$ cat src/rtl/mem_port_arbiter_pkg.sv
// Shared types for the CPU memory-port arbiter: FSM states, the latched
// request record and the memory access size encodings.
package mmix_defs;

  typedef enum logic [1:0] {
    IDLE    = 2'd0,
    GRANT_F = 2'd1,
    GRANT_D = 2'd2,
    RELEASE = 2'd3
  } arb_state_t;

  typedef struct packed {
    logic [63:0] addr;
    logic [1:0]  size;
    logic        rd;
    logic        wr;
    logic [63:0] wdata;
  } mem_req_t;

  localparam logic [1:0] SZ_BYTE  = 2'd0;
  localparam logic [1:0] SZ_WYDE  = 2'd1;
  localparam logic [1:0] SZ_TETRA = 2'd2;
  localparam logic [1:0] SZ_OCTA  = 2'd3;

endpackage

$ cat src/rtl/mem_port_arbiter.sv
// Arbitrates the single memory port between instruction fetch (F) and the
// exec-unit load/store path (D); one transaction in flight at a time.
module mem_port_arbiter
  import mmix_defs::*;
#(
  parameter bit          DATA_PRIO    = 1'b1,
  parameter int unsigned MAX_DATA_RUN = 4
) (
  input  logic        clk,
  input  logic        reset_n,
  input  logic [63:0] f_address,
  input  logic [1:0]  f_datasize,
  input  logic        f_read,
  output logic [63:0] f_readdata,
  output logic        f_done,
  input  logic [63:0] d_address,
  input  logic [1:0]  d_datasize,
  input  logic        d_read,
  input  logic        d_write,
  input  logic [63:0] d_writedata,
  output logic [63:0] d_readdata,
  output logic        d_done,
  output logic [63:0] mem_address,
  output logic [1:0]  mem_datasize,
  output logic        mem_read,
  output logic        mem_write,
  output logic [63:0] mem_writedata,
  input  logic [63:0] mem_readdata,
  input  logic        mem_done,
  output logic        illegal
);

  localparam logic [3:0] RUN_MAX = 4'(MAX_DATA_RUN);
  localparam logic       RR_F    = 1'b0;
  localparam logic       RR_D    = 1'b1;

  arb_state_t state, state_next;
  mem_req_t   req;
  logic [3:0] run;
  logic       rr_ptr;
  logic       d_req;
  logic       grant_f, grant_d;
  logic       granted;

  // Grant decision and next state; requests are only looked at in IDLE.
  always_comb begin
    state_next = state;
    grant_f    = 1'b0;
    grant_d    = 1'b0;
    d_req      = d_read | d_write;
    case (state)
      IDLE: begin
        if (f_read && d_req) begin
          if (run == RUN_MAX)       grant_f = 1'b1;
          else if (DATA_PRIO)       grant_d = 1'b1;
          else if (rr_ptr == RR_F)  grant_f = 1'b1;
          else                      grant_d = 1'b1;
        end else if (f_read) begin
          grant_f = 1'b1;
        end else if (d_req) begin
          grant_d = 1'b1;
        end
        if (grant_f) state_next = GRANT_F;
        if (grant_d) state_next = GRANT_D;
      end
      GRANT_F, GRANT_D: if (mem_done) state_next = RELEASE;
      RELEASE:          state_next = IDLE;
      default:          state_next = IDLE;
    endcase
  end

  always_ff @(posedge clk or negedge reset_n) begin
    if (!reset_n) begin
      state      <= IDLE;
      req        <= '0;
      run        <= '0;
      rr_ptr     <= RR_F;
      illegal    <= 1'b0;
      f_readdata <= '0;
      d_readdata <= '0;
      f_done     <= 1'b0;
      d_done     <= 1'b0;
    end else begin
      state  <= state_next;
      f_done <= 1'b0;
      d_done <= 1'b0;
      if (grant_f) begin
        req <= '{addr: f_address, size: f_datasize, rd: 1'b1, wr: 1'b0, wdata: '0};
        run <= '0;
        if (d_req) rr_ptr <= RR_D;
      end else if (grant_d) begin
        // A read+write request is performed as a write.
        req <= '{addr: d_address, size: d_datasize, rd: d_read & ~d_write,
                 wr: d_write, wdata: d_writedata};
        if (f_read) begin
          rr_ptr <= RR_F;
          if (run != RUN_MAX) run <= run + 4'd1;
        end else begin
          run <= '0;
        end
      end else if (state == IDLE && !f_read) begin
        run <= '0;
      end
      if (state == IDLE && d_read && d_write) illegal <= 1'b1;
      if (state == GRANT_F && mem_done) begin
        f_done     <= 1'b1;
        f_readdata <= mem_readdata;
      end
      if (state == GRANT_D && mem_done) begin
        d_done <= 1'b1;
        if (req.rd) d_readdata <= mem_readdata;
      end
    end
  end

  // The memory side only ever sees the latched request.
  assign granted       = (state == GRANT_F) || (state == GRANT_D);
  assign mem_read      = granted & req.rd;
  assign mem_write     = granted & req.wr;
  assign mem_address   = req.addr;
  assign mem_datasize  = req.size;
  assign mem_writedata = req.wdata;

endmodule

$ cat config.mk
export PLATFORM = sky130hd
export DESIGN_NAME = mem_port_arbiter
export DESIGN_NICKNAME = d
export VERILOG_FILES = /design/src/rtl/mem_port_arbiter_pkg.sv /design/src/rtl/mem_port_arbiter.sv
export SDC_FILE = /design/constraint.sdc
export NUM_CORES = 1
export LEC_CHECK = 0
export CAP_MARGIN = 15
export CORE_AREA = 2 2 205 207
export CTS_BUF_LIST = sky130_fd_sc_hd__clkbuf_4
export DETAILED_ROUTE_END_ITERATION = 7
export DIE_AREA = 0 0 207 209
export PLACE_DENSITY = 0.73
export SYNTH_ARGS = -nofsm -noshare
export SYNTH_HDL_FRONTEND = slang
export SYNTH_SLANG_ARGS = --single-unit
export TNS_END_PERCENT = 1
$ cat constraint.sdc
create_clock -name clk -period 1.7 [get_ports clk]
set_input_delay 0.34 -clock clk [delete_from_list [all_inputs] [get_ports clk]]
set_output_delay 0.34 -clock clk [all_outputs]
set_load 0.02 [all_outputs]
Word-level counts from Yosys, hierarchy flattened
Index checks and enable logic that the tools add are counted.
- register bits after elaboration: 269
- bits of input ports: 266
- output and inout port bits: 263
- logic and storage cells: 65
- add/sub/neg operators: 1
- eq/ne operators: 8
- muxes and demuxes: 24
- bitwise logic cells: 5
- reductions and logical operators: 15
- operators by type and width (operator ; count):
    132-bit 2-to-1 mux ; 2
    4-bit 2-to-1 mux ; 5
    1-bit 2-to-1 mux ; 13
    4-bit by 3-bit != test with 1-bit output (second input constant) ; 2
    1-bit logical AND ; 6
    2-bit 2-to-1 mux ; 3
    2-bit case mux with 3 select lines ; 1
    2-bit AND reduction ; 3
    4-bit by 1-bit adder with 4-bit output (second input constant) ; 1
    2-bit == test (second input constant) ; 2
    4-bit by 3-bit == test with 1-bit output (second input constant) ; 1
    1-bit bitwise AND ; 3
    3-bit != test (second input constant) ; 1
    3-bit nonzero test ; 1
    2-bit by 1-bit == test with 1-bit output (second input constant) ; 1
    2-bit zero test ; 1
    2-bit != test (second input constant) ; 1
    2-bit nonzero test ; 1
    2-bit OR reduction ; 1
    1-bit zero test ; 1
    1-bit logical OR ; 1
    1-bit inverter ; 1
    1-bit OR ; 1

Longest topological paths before layout
Gate-level depths: netlist (run 1).
- depth in word-level cells: 8
- depth in mapped cells: 8
- depth with buffers taken out: 5

Worst setup path after synthesis (run 1)
OpenSTA, ideal clock, no wires.
- kind: reg2reg
- from: register state[0]
- to: register req (netlist bit mem_address[22])
- setup time: 136 ps
- arrival: 1506 ps
- required time: 1564 ps
- setup slack: 57 ps
- stages on the path, launching flop included: 9
- path buffers: 3
- clock period less this slack: 1643 ps
- cell sequence: dfrtp_1 -> inv_1 -> ha_1 -> buf_4 -> and2_1 -> o21ai_2 -> buf_2 -> buf_2 -> a32oi_1
- word-level cells in the longest chain between the ends: 3
- elaborated cells on any way between the ends: 5
- those cells by class: mux: 3; reduce/logical: 2
- ends and longest elaborated chain (item ; line ; RTL):
    from (decl) ; mem_port_arbiter.sv:37 ; arb_state_t state, state_next;
    from (signal assigned) ; mem_port_arbiter.sv:84 ; state <= state_next;
    2-bit zero test (*) ; mem_port_arbiter.sv:51 ; case (state)
    1-bit 2-to-1 mux ; mem_port_arbiter.sv:51 ;
    132-bit 2-to-1 mux / 2-bit nonzero test (equally long branches) ; - ;
    to (signal assigned) ; mem_port_arbiter.sv:88 ; req <= '{addr: f_address, size: f_datasize, rd: 1'b1, wr: 1'b0, wdata: '0};
    to (signal assigned) ; mem_port_arbiter.sv:93 ; req <= '{addr: d_address, size: d_datasize, rd: d_read & ~d_write,
    to (decl) ; mem_port_arbiter.sv:38 ; mem_req_t req;
Every way passes the cells marked *; elsewhere a longest branch is shown, timed or not.
A chain may end at the register's enable or synchronous reset.

Worst setup path in the final report (run 1)
- from: register state[1]
- to: output mem_read
- word-level cells in the longest chain between the ends: 3
- elaborated cells on any way between the ends: 4
- those cells by class: eq/ne: 2; bitwise: 1; reduce/logical: 1
- ends and longest elaborated chain (item ; line ; RTL):
    2-bit by 1-bit == test with 1-bit output / 2-bit == test (equally long branches) ; mem_port_arbiter.sv:117 ; assign granted = (state == GRANT_F) || (state == GRANT_D);
    1-bit logical OR (*) ; mem_port_arbiter.sv:117 ;
    1-bit bitwise AND (*) ; mem_port_arbiter.sv:118 ; assign mem_read = granted & req.rd;
    to (decl) ; mem_port_arbiter.sv:25 ; output logic mem_read,
Marks and branches as above.

==> impl_results.md, run 1 <==
* Result of the run: finished, violations left
* Violations in the final reports: setup timing
* Final cycle utilization of the critical path at 127.8%
* Most frequent cell on the critical path: buf_6
* Net count after synthesis at 1254
* Layout cell share with drive strength beyond 1 at 40.80%
* Critical Path Max Stage Delay at 0.37 ns
* Leakage power figure at 8.339 nW
* Die boundary width at 207 um
* Setup Viol. Count Final at 112
* Worst r2r src: state[1]
* TritonCTS clock tree: yes
* Worst path setup slack after routing at -0.4731 ns
* Number of nets at the end of the flow at 1745
* Clock Skew at 0.04037 ns
* Post-synthesis sequential area ratio at 56.58%
* Critical path's top delay family: flip-flops
* Final HPWL DP at 27490 um
* Via count of the first global-routing pass at 10390
* Aggregate global routing overflow at 0
* All-layer global routing usage at 17.04%
* Final TNS setup at -6.379 ns
* H-Tree Level Count at 3
* RSZ-0062 raised after global routing: true
* CP bufs+invs at 4
* Pre-CTS setup slack at -0.2862 ns
* Layout area overhead at 50.76%
* Routed length per placed instance at 18.52 um
* Sw power at 13.88 mW
* Post-synthesis register bit count at 269
* Count of pins on the block boundary at 529
* Required time of the critical path at 1.36 ns
* Fillers at 3895
* Most area-consuming cells after synthesis: dfrtp_1 57%, mux2_2 12%, buf_4 8.6%, a32oi_1 4.9%, a22o_1 4.7%
* Number of distinct library cells after synthesis at 37
* Number of warnings issued by yosys at 0
* Kind of path behind the tightest hold check: primary input to asynchronous set/reset pin
* Maximum VDD drop at 0.6845 mV
* Reg-to-Reg End: d_readdata[5]
* Maximum clock rate at 460.2 MHz
* Post-synth top area share at 56.58%
* Remaining antenna violation count after routing at 0
* Cell taking the most area after synthesis: dfrtp_1
* Clock-pin slew on the worst setup and hold paths at 0.07 ns
* Critical Path AT at 1.83 ns
* Final Critical Period at 2.173 ns
* Slew of the pin with the lowest slew margin at 0.4830 ns
* Portion of total power attributed to combinational logic at 50.2%
* Chain of cells forming the critical path: inv_2 > ha_4 > buf_6 > inv_4 > nor2_4 > buf_6
* Post-route DRC violation count at 0
* DRT Wirelength at 38300 um
* Row Count at 75
* Max Buffers Root-to-Sink at 3
* Final hold violation count at 0
* Largest net degree at the start of global routing at 67
* Initial core utilization at 28.81%
* Pre-antenna DRT Iters at 4
* I/O Buffers at 528
* Switching power as a share of total power at 39.42%
* Register-to-Register Path Depth at 8
* Core Region at 0.04129 mm2
* Number of max-slew violations in the final report at 0
* Wire length of the first global-routing pass at 58530 um
* Synth Instances at 982
* Sequential Power Share at 32.6%
* Kind of capture point of the worst setup path: primary output
* Post-synthesis instance area at 0.01190 mm2
* Worst Path Max Fanout at 2
* Pint at 21.33 mW
* Num CTS Buffers at 74
* Critical path's slowest cell: dfrtp_1
* Register-to-register setup slack at -0.13 ns
* Library cell used as clock root buffer: clkbuf_4
* Startpoint class of the critical path: flop
* Avg Inst Size Synth at 12.11 um2
* Path type of the worst setup path: flop to primary output
* Power density over the cells at 1964 mW/mm2
* Headroom to the max-slew limit at 67.80%
* Count of max-cap constraint violations at 0
* Clock Latency Late Sink at 0.71 ns
* Full die area at 0.04326 mm2
* Die Height at 209 um
* Iteration-0 DRC count of the detailed router at 527
* DR vias/cell at 4.754
* Via Count at 9832
* Number of antenna violations at the first check in global routing at 3
* Global placer's final weighted congestion at 0.8277
* Part of the power in the clock network at 17.2%
* Clock sink total at 269
[worst register-to-register path, stage by stage (launching register included)]
cell	delay [ns]
dfrtp_1	0.39
buf_4	0.14
buf_6	0.11
ha_4	0.14
and2_4	0.14
nand2_4	0.07
buf_12	0.14
buf_12	0.18
mux2_2	0.36
[metal layers]
layer	global-route usage [%]	part of all wire [%]	vias up
met5	0	0.034	-
met4	7.512	2.8	2
met3	5.215	7.6	81
met2	28.83	50	445
met1	19.94	40	4901
li1	-	-	4403
[state kept, by name (all words and copies together) (netlist names)]
signal,count
d_done,1
d_readdata,64
f_done,1
f_readdata,64
illegal,1
mem_address,64
mem_datasize,2
mem_writedata,64
req,2
run,4
state,2
[cells in the final DEF (no fill, tap or decap), drive strengths merged, types with 2 or more instances in the layout]
cell type,count
o21ai,73
nor2,70
dfrtp,269
mux2,129
diode,2
o22ai,2
a32oi,66
a22o,64
nand2,71
and2,3
buf,304
clkdlybuf4s15,6
ha,6
nand4,3
clkbuf,152
bufinv,2
clkinv,14
clkdlybuf4s50,264
inv,11
[synthesized netlist by cell type]
library cell  count
clkbuf_1         18
buf_6             6
o21ai_2           3
o21ai_0          69
inv_1            10
buf_4           136
nor2_4            1
nand4_1           3
o41a_1            1
mux2i_1           1
a31o_2            1
dfrtp_1         269
nor2_1           69
o22ai_1           2
mux2_4            1
and3b_1           1
o21a_1            1
and2_1            3
o32a_4            1
a41oi_1           1
nand3b_1          1
buf_1             1
nand2_1          71
o32ai_1           1
mux2_2          128
a32oi_1          66
nand3_1           1
buf_2            35
or2_1             1
clkbuf_2          5
a22o_1           64
o21ai_1           1
and4b_1           1
a21o_1            1
ha_1              6
nand2b_1          1
a21oi_1           1
[cells by family (layout without fill, tap and decap cells)]
logic type	count (synthesis)	after routing	synth area share, %
buffers and inverters	211	756	11.75
AOI/OAI and AO/OA	213	213	13.51
other	0	2	0
adders and majority gates	6	6	0.6310
and+or+nand+nor	153	153	5.196
DFF	269	269	56.58
muxes	130	130	12.33
[per-stage QoR]
| stage | cells | total power [mW] | area (um2) | hold slack (ns) | utilization, % |
|---|---|---|---|---|---|
| after CTS | 2065 | 35.19 | 17790 | 0.05595 | 43.09 |
| after global routing | 2067 | 37.21 | 17930 | 0.1128 | 43.43 |
| final | 2068 | 35.22 | 17930 | 0.1566 | 43.44 |
| after global placement | 1932 | 29.79 | 17460 | 0.3024 | 42.30 |
| after floorplan | 982 | 22.39 | 11900 | 0.04441 | - |
| after detailed placement | 1932 | 30.25 | 17460 | 0.3083 | 42.30 |
[timing repair]
item	in CTS	in global routing
hold buffers	1	0
pin swaps	2	17
endpoints found under the setup margin	441	384
endpoints found under the hold margin	269	0
buffers inserted	3	1
resized for setup	1007	200
[power by group through the flow]
| stage | Clock, mW | Combinational, mW | Sequential (mW) |
|---|---|---|---|
| global placement | 0 | 18.5 | 11.3 |
| floorplan | 0 | 9.50 | 12.9 |
| finish | 6.05 | 17.7 | 11.5 |
| detailed placement | 0 | 18.8 | 11.4 |
| CTS | 6.30 | 17.5 | 11.4 |
| global route | 6.65 | 18.7 | 11.9 |
[how the worst max path moves through the flow]
stage	start	endpoint	slack (ns)	cells after the start
floorplan	state[0]	mem_address[22]	0.06	8
global placement	mem_done	d_readdata[15]	-0.24	6
detailed placement	mem_done	d_readdata[28]	-0.29	6
CTS	state[1]	mem_read	-0.61	6
global route	state[0]	mem_read	-0.61	6
finish	state[1]	mem_read	-0.47	6
[cell type report]
cell class / count / area, um2 / share of cell area, %
inverter: 10 / 40.04 / 0.2232
clock buffer: 112 / 840.8 / 4.688
timing repair buffer: 616 / 5479 / 30.55
multi-input combinational: 502 / 4034 / 22.49
clock inverter: 18 / 127.6 / 0.7116
sequential: 269 / 6734 / 37.55
tap: 539 / 674.4 / 3.760
antenna: 2 / 5.005 / 0.02791
Note: power is estimated with default switching activity, not from simulation.
==> inputs of run 2 (changes only) <==
Settings changed: SETUP_SLACK_MARGIN set to 0.5.
==> run 2 against run 1 <==
The flow still finishes with violations (setup timing). Sequential cell count unchanged. Worst hold slack improved by 0.0084 ns. Count of clock-buffer cells in the layout shrank 8. Clock power down 4.6%. Utilization grew 0.89 points. Critical path depth is 1 lower. Via count is 1.6% lower. Final cell count decreased by 0.63%. First-iteration DRC count is 15% lower. Largest cell class unchanged. Largest power group unchanged.
==> impl_results.md, run 2 (synthesis results as in run 1) <==
* Result of the run: finished, violations left
* Violations in the final reports: setup timing
* Via count of the first global-routing pass at 10210 (-1.8%)
* I/O Buffers at 528 (unchanged)
* Chain of cells forming the critical path: inv_2 > ha_4 > buf_6 > and2_4 > buf_6
* Library cell used as clock root buffer: clkbuf_4
* Clock Latency Late Sink at 0.72 ns (about the same)
* Max Buffers Root-to-Sink at 3 (unchanged)
* Power density over the cells at 1956 mW/mm2 (-0.37%)
* RSZ-0062 raised after global routing: true
* H-Tree Level Count at 3 (unchanged)
* Die boundary width at 207 um (unchanged)
* Final cycle utilization of the critical path at 123.7% (-4.1 points)
* Startpoint class of the critical path: flop
* All-layer global routing usage at 16.97% (-0.067 points)
* Initial core utilization at 28.81% (unchanged)
* Routed length per placed instance at 18.47 um (-0.26%)
* Path type of the worst setup path: flop to primary output
* Final hold violation count at 0 (unchanged)
* Final Critical Period at 2.103 ns (-0.06991 ns)
* Required time of the critical path at 1.36 ns (about the same)
* Kind of capture point of the worst setup path: primary output
* Iteration-0 DRC count of the detailed router at 449 (-15%)
* Most used cells in the layout excluding fill and tap cells: 268 x dfrtp_1, 264 x clkdlybuf4s50_1, 160 x buf_6, 112 x mux2_2, 104 x clkbuf_4
* Layout area overhead at 53.84%
* Count of max-cap constraint violations at 0 (unchanged)
* Core Region at 0.04129 mm2 (unchanged)
* Leakage power figure at 8.296 nW (-0.51%)
* Critical Path AT at 1.76 ns (-0.07 ns)
* Remaining antenna violation count after routing at 0 (unchanged)
* Register-to-Register Path Depth at 6 (-2)
* Row Count at 75 (unchanged)
* Setup Viol. Count Final at 12 (-89%)
* Headroom to the max-slew limit at 62.73% (-5.1 points)
* Layout cell share with drive strength beyond 1 at 40.87% (+0.074 points)
* Aggregate global routing overflow at 0 (unchanged)
* Num CTS Buffers at 74 (unchanged)
* Largest net degree at the start of global routing at 67 (unchanged)
* Count of pins on the block boundary at 529 (unchanged)
* Worst Path Max Fanout at 2 (unchanged)
* Most frequent cell on the critical path: buf_6
* TritonCTS clock tree: yes
* Final HPWL DP at 27760 um (+1.0%)
* DRT Wirelength at 37970 um (-0.88%)
* DR vias/cell at 4.706 (-1.0%)
* Maximum VDD drop at 0.9911 mV (+45%)
* Kind of path behind the tightest hold check: primary input to asynchronous set/reset pin
* Via Count at 9671 (-1.6%)
* Post-route DRC violation count at 0 (unchanged)
* Clock Skew at 0.03827 ns (-0.002099 ns)
* Number of nets at the end of the flow at 1736 (-0.52%)
* Die Height at 209 um (unchanged)
* Clock sink total at 269 (unchanged)
* Final TNS setup at -0.9713 ns (+5.408 ns)
* Global placer's final weighted congestion at 0.8425 (+1.8%)
* Critical path's slowest cell: dfrtp_1
* Most frequent standard cell in the layout excluding fill and tap cells: dfrtp_1
* Worst path setup slack after routing at -0.4032 ns (+0.06991 ns)
* Maximum clock rate at 475.5 MHz (+3.3%)
* Clock-pin slew on the worst setup and hold paths at 0.06 ns (about the same)
* Wire length of the first global-routing pass at 58130 um (-0.68%)
* Slew of the pin with the lowest slew margin at 0.5591 ns (+0.07603 ns)
* Pre-antenna DRT Iters at 5 (+1)
* Critical Path Max Stage Delay at 0.38 ns (about the same)
* Full die area at 0.04326 mm2 (unchanged)
* Worst Hold Margin at 0.1650 ns (+0.008396 ns)
* Number of antenna violations at the first check in global routing at 3 (unchanged)
* End-of-flow core utilization at 44.32% (+0.89 points)
* Number of max-slew violations in the final report at 0 (unchanged)
[run 2: worst paths after layout]
kind | from | end | slack [ns]
hold / removal | reset_n | mem_address[7] | 0.16
setup / recovery | state[0] | mem_write | -0.40
min in group clk | d_address[45] | mem_address[45] | 0.18
setup reg to reg | run[1] | mem_address[25] | -0.02
max in group asynchronous | reset_n | run[1] | 0.91
hold reg to reg | illegal | illegal | 0.49
[run 2: where the power goes]
part,leakage [nW],internal [mW],switching (mW)
clock,0.548,2.99,2.78
sequential,3.27,9.58,2.10
combinational,4.48,9.19,9.16
[run 2: cell type report]
class | instances | area, um2
Clock inverter | 20 | 131.4
Tap cell | 539 | 674.4
Clock buffer | 104 | 780.7
Multi-Input combinational cell | 502 | 3984
Sequential cell | 269 | 6733
Fill cell | 3853 | 22990
Inverter | 10 | 37.54
Antenna cell | 4 | 10.01
Timing Repair Buffer | 607 | 5951
[run 2: per-stage QoR]
| step | worst slack (ns) | power [mW] | instance area [um2] | std cells |
|---|---|---|---|---|
| floorplan | 0.2138 | 22.70 | 12070 | 982 |
| global placement | -0.2319 | 29.73 | 17470 | 1924 |
| global route | -0.5395 | 37.80 | 18290 | 2052 |
| CTS | -0.5272 | 35.06 | 17860 | 2049 |
| detailed placement | -0.2565 | 30.15 | 17470 | 1924 |
| finish | -0.4032 | 35.80 | 18300 | 2055 |
[run 2: layer usage]
layer	track usage, %	wire [um]
met2	28.25	18620
met4	8.079	1377
met5	0	12
met1	19.56	14900
met3	5.906	3061
[run 2: critical path: cells and delay by family, from the launching register on]
family | cells | cell delay [ns]
flip-flops | 1 | 0.38
buffers and inverters | 3 | 0.32
adder cells (fa/ha/maj) | 1 | 0.21
AND/OR/NAND/NOR | 1 | 0.13
[run 2: what timing repair did]
action,in CTS,in global routing
endpoints found under the setup margin,530,530
setup buffers,0,2
gates resized for setup,983,390
pin swaps,2,89
endpoints found under the hold margin,269,0
hold buffers,1,0
==> inputs of run 3 (changes only) <==
Settings changed: PLACE_DENSITY 0.73 to 0.62, SLEW_MARGIN set to 15.
==> run 3 against run 2 <==
The flow still finishes with violations (setup timing). Clock skew rose by 0.023 ns. Sequential cell count did not move. Global-route usage rose by 0.052 points. Count of clock-buffer cells in the layout rose by 18. Setup slack improved by 0.13 ns. Combinational power barely moved. Final cell count rose by 0.24%. Design area rose by 1.0%. Utilization rose by 0.46 points. Non-clock buffer count fell by 7. Sequential power barely moved. Critical endpoint unchanged. Highest routed layer is now met4.
==> impl_results.md, run 3 (synthesis results as in run 1) <==
* Final hold violation count at 0 (unchanged)
* Worst path setup slack after routing at -0.2734 ns (+0.1298 ns)
* Iteration-0 DRC count of the detailed router at 404 (-10%)
* Full die area at 0.04326 mm2 (unchanged)
* Worst Path Max Fanout at 3 (+1)
* Most frequent standard cell in the layout excluding fill and tap cells: dfrtp_1
* Aggregate global routing overflow at 0 (unchanged)
* Core Region at 0.04129 mm2 (unchanged)
* Total power at 36.62 mW (+2.3%)
* Row Count at 75 (unchanged)
* Clock Latency Late Sink at 0.74 ns (+0.02 ns)
* Global placer's final weighted congestion at 0.8384 (-0.49%)
* All-layer global routing usage at 17.03% (+0.052 points)
* Reg-to-Reg End: mem_address[26]
* Count of pins on the block boundary at 529 (unchanged)
* DRT Wirelength at 38330 um (+0.95%)
* Largest net degree at the start of global routing at 67 (unchanged)
* Part of the power in the clock network at 17.3% (+1.2 points)
* Final Critical Period at 1.973 ns (-0.1298 ns)
* Wire length of the first global-routing pass at 57990 um (-0.24%)
* Required time of the critical path at 1.36 ns (about the same)
* Count of max-cap constraint violations at 0 (unchanged)
* Post-route DRC violation count at 0 (unchanged)
* Pre-antenna DRT Iters at 5 (unchanged)
* Pint at 22.60 mW (+3.8%)
* Maximum clock rate at 506.7 MHz (+6.6%)
* DR vias/cell at 4.707 (about the same)
* Library cell used as clock root buffer: clkbuf_4
* Most used cells in the layout excluding fill and tap cells: 268 x dfrtp_1, 264 x clkdlybuf4s50_1, 163 x buf_6, 122 x clkbuf_4, 93 x buf_2
* Register-to-register setup slack at 0 ns (+0.02 ns)
* Number of nets at the end of the flow at 1732 (-0.23%)
* Result of the run: finished, violations left
* Via Count at 9697 (+0.27%)
* RSZ-0062 raised after global routing: true
* Fillers at 3860 (+0.18%)
* End-of-flow core utilization at 44.78% (+0.46 points)
* Headroom to the max-slew limit at 45.42% (-17 points)
* Power density over the cells at 1980 mW/mm2 (+1.2%)
* Sw power at 14.02 mW (-0.15%)
* Clock Skew at 0.06110 ns (+0.02283 ns)
* Setup Viol. Count Final at 6 (-6)
* Number of instances in the placed design at 1911 (-0.68%)
* Layout area overhead at 55.44%
* Worst r2r src: run[0]
* Kind of capture point of the worst setup path: primary output
* Die boundary width at 207 um (unchanged)
* Switching power as a share of total power at 38.30% (-0.93 points)
* First element of the critical path: state[1]
* Via count of the first global-routing pass at 10020 (-1.9%)
* Startpoint class of the critical path: flop
* Clock-pin slew on the worst setup and hold paths at 0.07 ns (about the same)
* Sequential Power Share at 31.7% (-0.9 points)
* H-Tree Level Count at 3 (unchanged)
* Final HPWL DP at 27180 um (-2.1%)
* Violations in the final reports: setup timing
* Post-Layout Cell Count at 2060 (+0.24%)
* Leakage power figure at 8.498 nW (+2.4%)
* Num CTS Buffers at 77 (+4.1%)
* Path type of the worst setup path: flop to primary output
* Layout cell share with drive strength beyond 1 at 41.01% (+0.14 points)
* Portion of total power attributed to combinational logic at 51.0% (-0.3 points)
* Critical path endpoint: mem_write
* Register-to-Register Path Depth at 6 (unchanged)
* Slew of the pin with the lowest slew margin at 0.8186 ns (+0.2596 ns)
* Initial core utilization at 28.81% (unchanged)
* Maximum VDD drop at 0.7922 mV (-20%)
* Die Height at 209 um (unchanged)
* Final cycle utilization of the critical path at 116.1% (-7.6 points)
* Remaining antenna violation count after routing at 0 (unchanged)
* Routed length per placed instance at 18.60 um (+0.70%)
* Clock sink total at 269 (unchanged)
* TritonCTS clock tree: yes
* Number of antenna violations at the first check in global routing at 2 (-1)
* I/O Buffers at 528 (unchanged)
* Critical Path AT at 1.63 ns (-0.13 ns)
* Number of max-slew violations in the final report at 0 (unchanged)
* Kind of path behind the tightest hold check: primary input to flop
* Max Buffers Root-to-Sink at 3 (unchanged)
## run 3: per-stage QoR
| stage | instance area, um2 | hold slack (ns) | setup slack (ns) | setup TNS (ns) |
|---|---|---|---|---|
| 2_1_floorplan | 12070 | 0.04441 | 0.2138 | 0 |
| 3_3_place_gp | 17350 | 0.2588 | -0.2449 | -41.98 |
| 3_5_place_dp | 17350 | 0.2615 | -0.2682 | -49.19 |
| 4_1_cts | 17920 | 0.05021 | -0.3817 | -16.83 |
| 5_1_grt | 18490 | 0.1061 | -0.3926 | -5.736 |
| 6_report | 18490 | 0.1813 | -0.2734 | -0.5710 |
## run 3: repair_timing
item,in CTS,in global routing
hold endpoints to repair,269,0
endpoints found under the setup margin,530,553
buffers inserted,5,1
gates resized for setup,992,470
pin swaps,2,94
hold buffers,3,0
## run 3: layout make-up
cell class	instances	area, um2	share of cell area (%)
Clock inverter	16	123.9	0.6699
Clock buffer	122	915.9	4.953
Sequential cell	269	6733	36.41
Timing Repair Buffer	600	5908	31.95
Antenna cell	2	5.005	0.02707
Multi-Input combinational cell	502	4091	22.13
Inverter	10	40.04	0.2165
Tap cell	539	674.4	3.647
## run 3: critical path, cell delays in order (launching register included)
cell and delay [ns]:
dfrtp_1 0.36, inv_2 0.06, ha_4 0.28, and2_4 0.14
buf_6 0.11
## run 3: worst min-delay path by stage
stage | start | slack [ns] | depth (start not counted) | endpoint
after floorplan | reset_n | 0.04 | 0 | d_done
after CTS | d_address[51] | 0.05 | 3 | mem_address[51]
after global placement | reset_n | 0.26 | 1 | mem_address[13]
final | d_address[59] | 0.18 | 3 | mem_address[59]
after detailed placement | reset_n | 0.26 | 1 | mem_address[13]
after global routing | d_address[48] | 0.11 | 3 | mem_address[48]
## run 3: per-layer routing
metal / share of wire (%) / vias up / global-route usage [%] / wire [um]
li1: - / 4379 / - / -
met1: 41 / 4777 / 20.83 / 15640
met2: 48 / 472 / 27.03 / 18210
met3: 8.9 / 69 / 6.162 / 3395
met4: 2.8 / 0 / 7.414 / 1081
met5: 0 / - / 0 / 0
## run 3: power groups by stage
| stage | clock network [mW] | logic [mW] | registers (mW) |
|---|---|---|---|
| final | 6.33 | 18.7 | 11.6 |
| after global routing | 7.01 | 19.7 | 12.0 |
| after CTS | 6.64 | 17.3 | 11.3 |
| after detailed placement | 0 | 18.7 | 11.3 |
| after global placement | 0 | 18.5 | 11.2 |
| after floorplan | 0 | 9.79 | 12.9 |
